## src/rtl/alu_seq_datapath.sv

```systemverilog
// ---------------------------------------------------------------------------
// alu_seq_datapath
//
// Registered ALU datapath with an internal register file. It accepts one
// operation per cycle over a valid/ready handshake. Operand A comes from
// rs1. Operand B comes from rs2 or the immediate. Each result is registered
// into ALUout, optionally written back to rd, and flagged by a one-cycle
// out_valid pulse. Register x0 is hardwired to zero.
//
// Optional feature macro: ALU_SEQ_MUL_EN
//   defined   : ALUControl 111 is an iterative shift-add multiply that takes
//               DATA_WIDTH cycles. The design holds in_ready low and busy high
//               while it runs.
//   undefined : ALUControl 111 is a single-cycle op with result 0.
//               in_ready is tied to 1 and busy is tied to 0.
//
// Ports:
//   clk            in   rising-edge clock
//   rst            in   asynchronous active-high reset
//   in_valid       in   operation present on the inputs
//   in_ready       out  operation can be accepted this cycle
//   ALUControl     in   operation select (ADD SUB AND OR XOR SLT SLL MUL)
//   ALUSrc         in   operand B select: 0 = reg[rs2], 1 = ImmOp
//   ImmOp          in   immediate operand
//   rs1, rs2, rd   in   source / destination register addresses
//   RegWrite       in   write the result to rd (writes to x0 are dropped)
//   ALUout         out  last completed result, registered
//   out_valid      out  one-cycle pulse marking a new ALUout
//   result_eq_zero out  registered (ALUout == 0)
//   a0             out  continuous view of register 10
//   busy           out  multi-cycle operation in progress
// ---------------------------------------------------------------------------
module alu_seq_datapath #(
  parameter int CONTROL_BITS  = 3,
  parameter int DATA_WIDTH    = 32,
  parameter int ADDRESS_WIDTH = 5
) (
  input  logic                     clk,
  input  logic                     rst,
  input  logic                     in_valid,
  output logic                     in_ready,
  input  logic [CONTROL_BITS-1:0]  ALUControl,
  input  logic                     ALUSrc,
  input  logic [DATA_WIDTH-1:0]    ImmOp,
  input  logic [ADDRESS_WIDTH-1:0] rs1,
  input  logic [ADDRESS_WIDTH-1:0] rs2,
  input  logic [ADDRESS_WIDTH-1:0] rd,
  input  logic                     RegWrite,
  output logic [DATA_WIDTH-1:0]    ALUout,
  output logic                     out_valid,
  output logic                     result_eq_zero,
  output logic [DATA_WIDTH-1:0]    a0,
  output logic                     busy
);

  localparam int SHIFT_BITS = $clog2(DATA_WIDTH);
  localparam int NUM_REGS   = 1 << ADDRESS_WIDTH;
  localparam logic [ADDRESS_WIDTH-1:0] A0_INDEX = ADDRESS_WIDTH'(10);

  localparam logic [CONTROL_BITS-1:0] OP_ADD = CONTROL_BITS'(0);
  localparam logic [CONTROL_BITS-1:0] OP_SUB = CONTROL_BITS'(1);
  localparam logic [CONTROL_BITS-1:0] OP_AND = CONTROL_BITS'(2);
  localparam logic [CONTROL_BITS-1:0] OP_OR  = CONTROL_BITS'(3);
  localparam logic [CONTROL_BITS-1:0] OP_XOR = CONTROL_BITS'(4);
  localparam logic [CONTROL_BITS-1:0] OP_SLT = CONTROL_BITS'(5);
  localparam logic [CONTROL_BITS-1:0] OP_SLL = CONTROL_BITS'(6);
  localparam logic [CONTROL_BITS-1:0] OP_MUL = CONTROL_BITS'(7);

  logic [DATA_WIDTH-1:0]    r_regs [NUM_REGS];
  logic [DATA_WIDTH-1:0]    r_aluOut;
  logic                     r_outValid;
  logic                     r_eqZero;

  logic                     w_accept;
  logic [DATA_WIDTH-1:0]    w_opA;
  logic [DATA_WIDTH-1:0]    w_opB;
  logic [DATA_WIDTH-1:0]    w_aluResult;
  logic                     w_wrEn;
  logic [ADDRESS_WIDTH-1:0] w_wrAddr;
  logic [DATA_WIDTH-1:0]    w_wrData;

  assign w_accept = in_valid && in_ready;

  // Operand fetch. x0 reads as zero. A write landing on the same edge is
  // not visible until the following cycle, so a same-cycle read returns the
  // old value.
  assign w_opA = (rs1 == '0) ? '0 : r_regs[rs1];
  assign w_opB = ALUSrc ? ImmOp : ((rs2 == '0) ? '0 : r_regs[rs2]);

  assign a0             = r_regs[A0_INDEX];
  assign ALUout         = r_aluOut;
  assign out_valid      = r_outValid;
  assign result_eq_zero = r_eqZero;

  // Single-cycle ALU. MUL yields 0 here. When the iterative multiplier is
  // built, it produces its own result and never uses this value.
  always_comb begin
    w_aluResult = '0;
    case (ALUControl)
      OP_ADD:  w_aluResult = w_opA + w_opB;
      OP_SUB:  w_aluResult = w_opA - w_opB;
      OP_AND:  w_aluResult = w_opA & w_opB;
      OP_OR:   w_aluResult = w_opA | w_opB;
      OP_XOR:  w_aluResult = w_opA ^ w_opB;
      OP_SLT:  w_aluResult[0] = ($signed(w_opA) < $signed(w_opB));
      OP_SLL:  w_aluResult = w_opA << w_opB[SHIFT_BITS-1:0];
      OP_MUL:  w_aluResult = '0;
      default: w_aluResult = '0;
    endcase
  end

  // Register file with one write port. The x0 filter lives here, so no
  // writer needs to special-case rd == 0.
  always_ff @(posedge clk or posedge rst) begin
    if (rst) begin
      for (int i = 0; i < NUM_REGS; i++) begin
        r_regs[i] <= '0;
      end
    end else if (w_wrEn && (w_wrAddr != '0)) begin
      r_regs[w_wrAddr] <= w_wrData;
    end
  end

`ifdef ALU_SEQ_MUL_EN

  localparam int COUNT_BITS = (SHIFT_BITS + 1 > 6) ? (SHIFT_BITS + 1) : 6;

  typedef enum logic {
    ST_IDLE,
    ST_MULB
  } state_t;

  state_t                   r_state;
  logic [COUNT_BITS-1:0]    r_count;
  logic [DATA_WIDTH-1:0]    r_mulA;
  logic [DATA_WIDTH-1:0]    r_mulB;
  logic [DATA_WIDTH-1:0]    r_mulAcc;
  logic [ADDRESS_WIDTH-1:0] r_mulRd;
  logic                     r_mulWrite;
  logic                     r_inReady;
  logic                     r_busy;

  logic                     w_isMul;
  logic [DATA_WIDTH-1:0]    w_mulSum;
  logic                     w_mulDone;

  assign w_isMul   = (ALUControl == OP_MUL);
  assign w_mulSum  = r_mulAcc + (r_mulB[0] ? r_mulA : '0);
  assign w_mulDone = (r_state == ST_MULB) && (r_count == '0);
  assign in_ready  = r_inReady;
  assign busy      = r_busy;

  // Write-port steering. The multiplier's final step and a single-cycle
  // accept can never coincide, because in_ready is low during MULB.
  always_comb begin
    w_wrEn   = 1'b0;
    w_wrAddr = rd;
    w_wrData = w_aluResult;
    if (w_mulDone) begin
      w_wrEn   = r_mulWrite;
      w_wrAddr = r_mulRd;
      w_wrData = w_mulSum;
    end else if (w_accept && !w_isMul) begin
      w_wrEn   = RegWrite;
    end
  end

  // Control FSM and registered outputs. A MUL loads the operands and then
  // runs DATA_WIDTH shift-add steps, one per edge. The count runs from
  // DATA_WIDTH-1 to 0. The step taken at count 0 also retires the result,
  // so it lands exactly DATA_WIDTH edges after the accept.
  always_ff @(posedge clk or posedge rst) begin
    if (rst) begin
      r_state    <= ST_IDLE;
      r_count    <= '0;
      r_mulA     <= '0;
      r_mulB     <= '0;
      r_mulAcc   <= '0;
      r_mulRd    <= '0;
      r_mulWrite <= 1'b0;
      r_inReady  <= 1'b1;
      r_busy     <= 1'b0;
      r_aluOut   <= '0;
      r_eqZero   <= 1'b1;
      r_outValid <= 1'b0;
    end else begin
      r_outValid <= 1'b0;
      case (r_state)
        ST_IDLE: begin
          if (w_accept) begin
            if (w_isMul) begin
              r_mulA     <= w_opA;
              r_mulB     <= w_opB;
              r_mulAcc   <= '0;
              r_mulRd    <= rd;
              r_mulWrite <= RegWrite;
              r_count    <= COUNT_BITS'(DATA_WIDTH - 1);
              r_inReady  <= 1'b0;
              r_busy     <= 1'b1;
              r_state    <= ST_MULB;
            end else begin
              r_aluOut   <= w_aluResult;
              r_eqZero   <= (w_aluResult == '0);
              r_outValid <= 1'b1;
            end
          end
        end
        ST_MULB: begin
          r_mulAcc <= w_mulSum;
          r_mulA   <= r_mulA << 1;
          r_mulB   <= r_mulB >> 1;
          if (r_count == '0) begin
            r_aluOut   <= w_mulSum;
            r_eqZero   <= (w_mulSum == '0);
            r_outValid <= 1'b1;
            r_inReady  <= 1'b1;
            r_busy     <= 1'b0;
            r_state    <= ST_IDLE;
          end else begin
            r_count <= r_count - 1'b1;
          end
        end
        default: begin
          r_state   <= ST_IDLE;
          r_inReady <= 1'b1;
          r_busy    <= 1'b0;
        end
      endcase
    end
  end

`else

  assign in_ready = 1'b1;
  assign busy     = 1'b0;

  // Every operation, including MUL, completes at its accept edge.
  always_comb begin
    w_wrEn   = w_accept && RegWrite;
    w_wrAddr = rd;
    w_wrData = w_aluResult;
  end

  // Result register and one-cycle completion pulse.
  always_ff @(posedge clk or posedge rst) begin
    if (rst) begin
      r_aluOut   <= '0;
      r_eqZero   <= 1'b1;
      r_outValid <= 1'b0;
    end else begin
      r_outValid <= w_accept;
      if (w_accept) begin
        r_aluOut <= w_aluResult;
        r_eqZero <= (w_aluResult == '0);
      end
    end
  end

`endif

endmodule

```

## config.mk

```make
export PLATFORM = sky130hd
export DESIGN_NAME = alu_seq_datapath
export DESIGN_NICKNAME = d
export VERILOG_FILES = /design/src/rtl/alu_seq_datapath.sv
export SDC_FILE = /design/constraint.sdc
export NUM_CORES = 2
export LEC_CHECK = 0
export CAP_MARGIN = 15
export CELL_PAD_IN_SITES_DETAIL_PLACEMENT = 1
export CELL_PAD_IN_SITES_GLOBAL_PLACEMENT = 2
export CORE_MARGIN = 4
export CORE_UTILIZATION = 39
export CTS_BUF_LIST = sky130_fd_sc_hd__clkbuf_4 sky130_fd_sc_hd__clkbuf_8
export DETAILED_ROUTE_END_ITERATION = 6
export PLACE_DENSITY = 0.88
export SLEW_MARGIN = 25
export SYNTH_ARGS = -nofsm -noshare
export SYNTH_HDL_FRONTEND = slang
export SYNTH_SLANG_ARGS = --single-unit
```

## constraint.sdc

```tcl
create_clock -name clk -period 35.2 [get_ports clk]
set_input_delay 3.52 -clock clk [delete_from_list [all_inputs] [get_ports clk]]
set_output_delay 3.52 -clock clk [all_outputs]
set_load 0.01 [all_outputs]
```

==> impl_metrics.toml <==
[drt]
wl_met3_um = 19660
postRouteAntennaNets = 0
drt-initial-drc-count = 5342
drc_errors = 0
wirelength_um = 240600
dr.pass1.iters = 6
routed_via_density = 6.430
wl_per_cell_um = 30.41
highest_layer = "met4"
vias = 50880
met1_length_um = 95430
wl_met2_um = 113500

[critical_path]
max_stage_delay_ns = 0.78
crit_arrival_ns = 12.51
crit_required_ns = 35.93
path_cells = "buf_8 -> buf_4 -> buf_4 -> buf_4 -> mux4_2 -> mux4_2 -> mux2i_1 -> o21ai_0 -> ha_1 -> nand4_1 -> or2_2 -> or4_1 -> a21oi_1 -> o32a_1 -> a21oi_1 -> o31ai_1 -> a21o_1 -> a21oi_1 -> a211oi_1 -> o221a_2 -> o21ai_0"
cp_max_fo = 59
criticalPathCategory = "in2reg"
setup.worst_path.end_class = "flop"
cp-start-kind = "input pin"
worst_path_max_delay_cell = "o221a_2"

[final_layout]
finalNetCount = 5864
multi_input_area_mm2 = 0.03216
design_area_mm2 = 0.06799
layout_commonest_cell = "dfrtp_1"
final-seq-area_mm2 = 0.02648
fillers = 16980
drive_gt1_share_pct = 19.52
area_growth_pct = 10.56
final_cell_mix = "dfrtp_1, nor2_1, a21oi_1"

[yosys]
synth_edf_count = 0
synth_area_mm2 = 0.06150
avgSynthCellArea_um2 = 10.44
synth_cell_types = 106
seq_area_frac_synth_pct = 43.05
syn_nets = 6045
ys_seq_elements = 1058
ys.flop_type = "dfrtp_1"
ys_warn_count = 0
synth_cells = 5893
async_reset_ff_share_pct = 100.0

[clock_tree]
cts_made_buffers = 179
clkSinkCount = 1058
clk_pin_slew_ns = 0.06
cts-root-buf = "clkbuf_8"
cts_resized = 0
htreeDepth = 4
post-cts-setup-buffer-count = 0
clock_path_buffers = 3
holdBufCountCts = 0
cts_tree = "yes"
worst_skew_pair.late_latency_ns = 0.93

[worst_hold_path]
hold_path.class = "reg2reg"

[pwr]
p_leak_nw = 28.79
power_switching_mw = 1.329
p_int_mw = 2.523
clkPwrFrac_pct = 31.4
cellPowerDensity_mw_per_mm2 = 56.65
switching_share_pct = 34.51
vdd_drop_max_uv = 43.69
comb_power_share_pct = 27.3
power_mw = 3.852
power_frac_seq_pct = 41.3

[die]
die_height_um = 405.1
die_x_um = 405.1
core_area_mm2 = 0.1564
die_area_mm2 = 0.1641
start_util_pct = 39.32
ios = 123
rows = 145

[timing]
finalWorstSetupSlack_ns = 23.42
setup_violations = 0
final.min_clock_period_ns = 11.78
clock_skew_ns = 0.05211
hold_viol = 0
fin_tns_setup_ns = 0
rsz0062_at_grt = "no"
min_period_over_period_pct = 33.47
max_slew_margin_pct = 22.10
max_freq_mhz = 84.88
tightest_slew_ns = 1.159
maxSlewViolCount = 0

[global_routing]
grtUsageTotal_pct = 29.08
antenna_found_initial = 11
grt_pass1_wl_um = 356500
grt_pass1_vias = 53150
grt_max_degree = 191
grt_overflow = 0

[run_status]
status = "completed"

[placed_design]
dp_hpwl_um = 149700
place_area_mm2 = 0.06399
dpl_worst_slack_ns = 22.13
routabilityCongestion = 0.9260
io_buffers = 120

[flow_run]
maxCapViolCount = 0
-- synth_stat cells (all sizes together) (10+ instances only) --
master   number  area, µm²
nor2b        19      118.9
o31ai        32      259.0
xnor2        18      157.7
a22oi        17      132.6
o21bai       15      112.6
mux4        498      11220
and2         17      106.4
nand3        33      177.7
nor3         33      165.2
buf         179       1117
a211oi       27      230.2
inv         118      442.9
a21oi       671       3369
o22ai        26      162.7
clkbuf      447       1678
ha           95       1189
or2          11      68.82
mux2i       253       2601
o21ai       567       2838
nand4        21      131.4
nor2        688       2582
mux2         59      668.1
a221oi       77      704.4
nand2       625       2346
nor4         22      165.2
dfrtp      1057      26450
a21o         18      135.1
nand2b       10      62.56
o21a         12      90.09
a2111oi      11      110.1
o221ai       40      350.3
o211ai       17      132.6
-- critical path: cells and delay by family --
| family | cells | cell delay, ns |
|---|---|---|
| AOI/OAI and AO/OA | 10 | 3.00 |
| buffers and inverters | 4 | 2.46 |
| muxes | 3 | 1.69 |
| and+or+nand+nor | 3 | 1.10 |
| adders and majority gates | 1 | 0.62 |
-- routing by layer --
layer / vias to the layer above / track usage [%]
met5: - / 0
met4: 0 / 13.71
met1: 26650 / 37.51
met2: 2459 / 47.09
met3: 664 / 6.046
li1: 21110 / -
-- worst paths after layout --
path,endpoint,slack [ns],cells after the start,from
max,r_regs[735]$_DFFE_PP0P_,23.42,21,rs2[0]
min,r_regs[994]$_DFFE_PP0P_,0.39,0,r_regs[994]$_DFFE_PP0P_
max reg2reg,result_eq_zero$_DFFE_PP1P_,27.67,20,a0[2]$_DFFE_PP0P_
min reg2reg,r_regs[994]$_DFFE_PP0P_,0.39,0,r_regs[994]$_DFFE_PP0P_
max in group asynchronous,r_regs[901]$_DFFE_PP0P_,28.94,5,rst
min in group asynchronous,a0[22]$_DFFE_PP0P_,3.15,2,rst
-- cells by family after synthesis --
logic type | after synthesis | synth area share, %
flops | 1058 | 43.05
simple gates | 1536 | 10.37
xor+xnor | 18 | 0.2564
fa+ha+maj | 98 | 2.014
other cells | 2 | 0.01221
mux | 810 | 23.55
compound gates | 1625 | 15.47
buf+inv | 746 | 5.278
-- power by group through the flow --
| stage | clock network, mW | registers, mW | logic [mW] |
|---|---|---|---|
| final | 1.21 | 1.59 | 1.05 |
| after global routing | 1.28 | 1.61 | 1.13 |
| after CTS | 1.23 | 1.58 | 1.03 |
| after global placement | 0 | 1.58 | 0.992 |
| after floorplan | 0 | 1.55 | 0.720 |
| after detailed placement | 0 | 1.60 | 1.03 |
-- final cells by class --
class / instances / area share (%)
well taps: 2058 / 3.787
flip-flops and latches: 1058 / 38.94
clock inverters: 40 / 0.5502
multi-input cells: 4089 / 47.30
repair buffers: 264 / 3.565
diodes: 5 / 0.01840
clock buffers: 279 / 5.160
inverters: 120 / 0.6735
-- state kept, by name, summed over array words and instances, names as in the netlist --
register        cells
r_regs            992
ALUout             32
a0                 32
out_valid           1
result_eq_zero      1
-- stage by stage --
step                      util (%)  std cells  hold slack [ns]
final                        43.48       7913           0.3895
after global routing         43.47       7909           0.4106
after CTS                    43.40       7903           0.3804
after detailed placement     40.92       7584           0.3678
after global placement       40.88       7582           0.3648
after floorplan                  -       5893           0.4284
No activity file was read; power rests on OpenSTA's default activity.
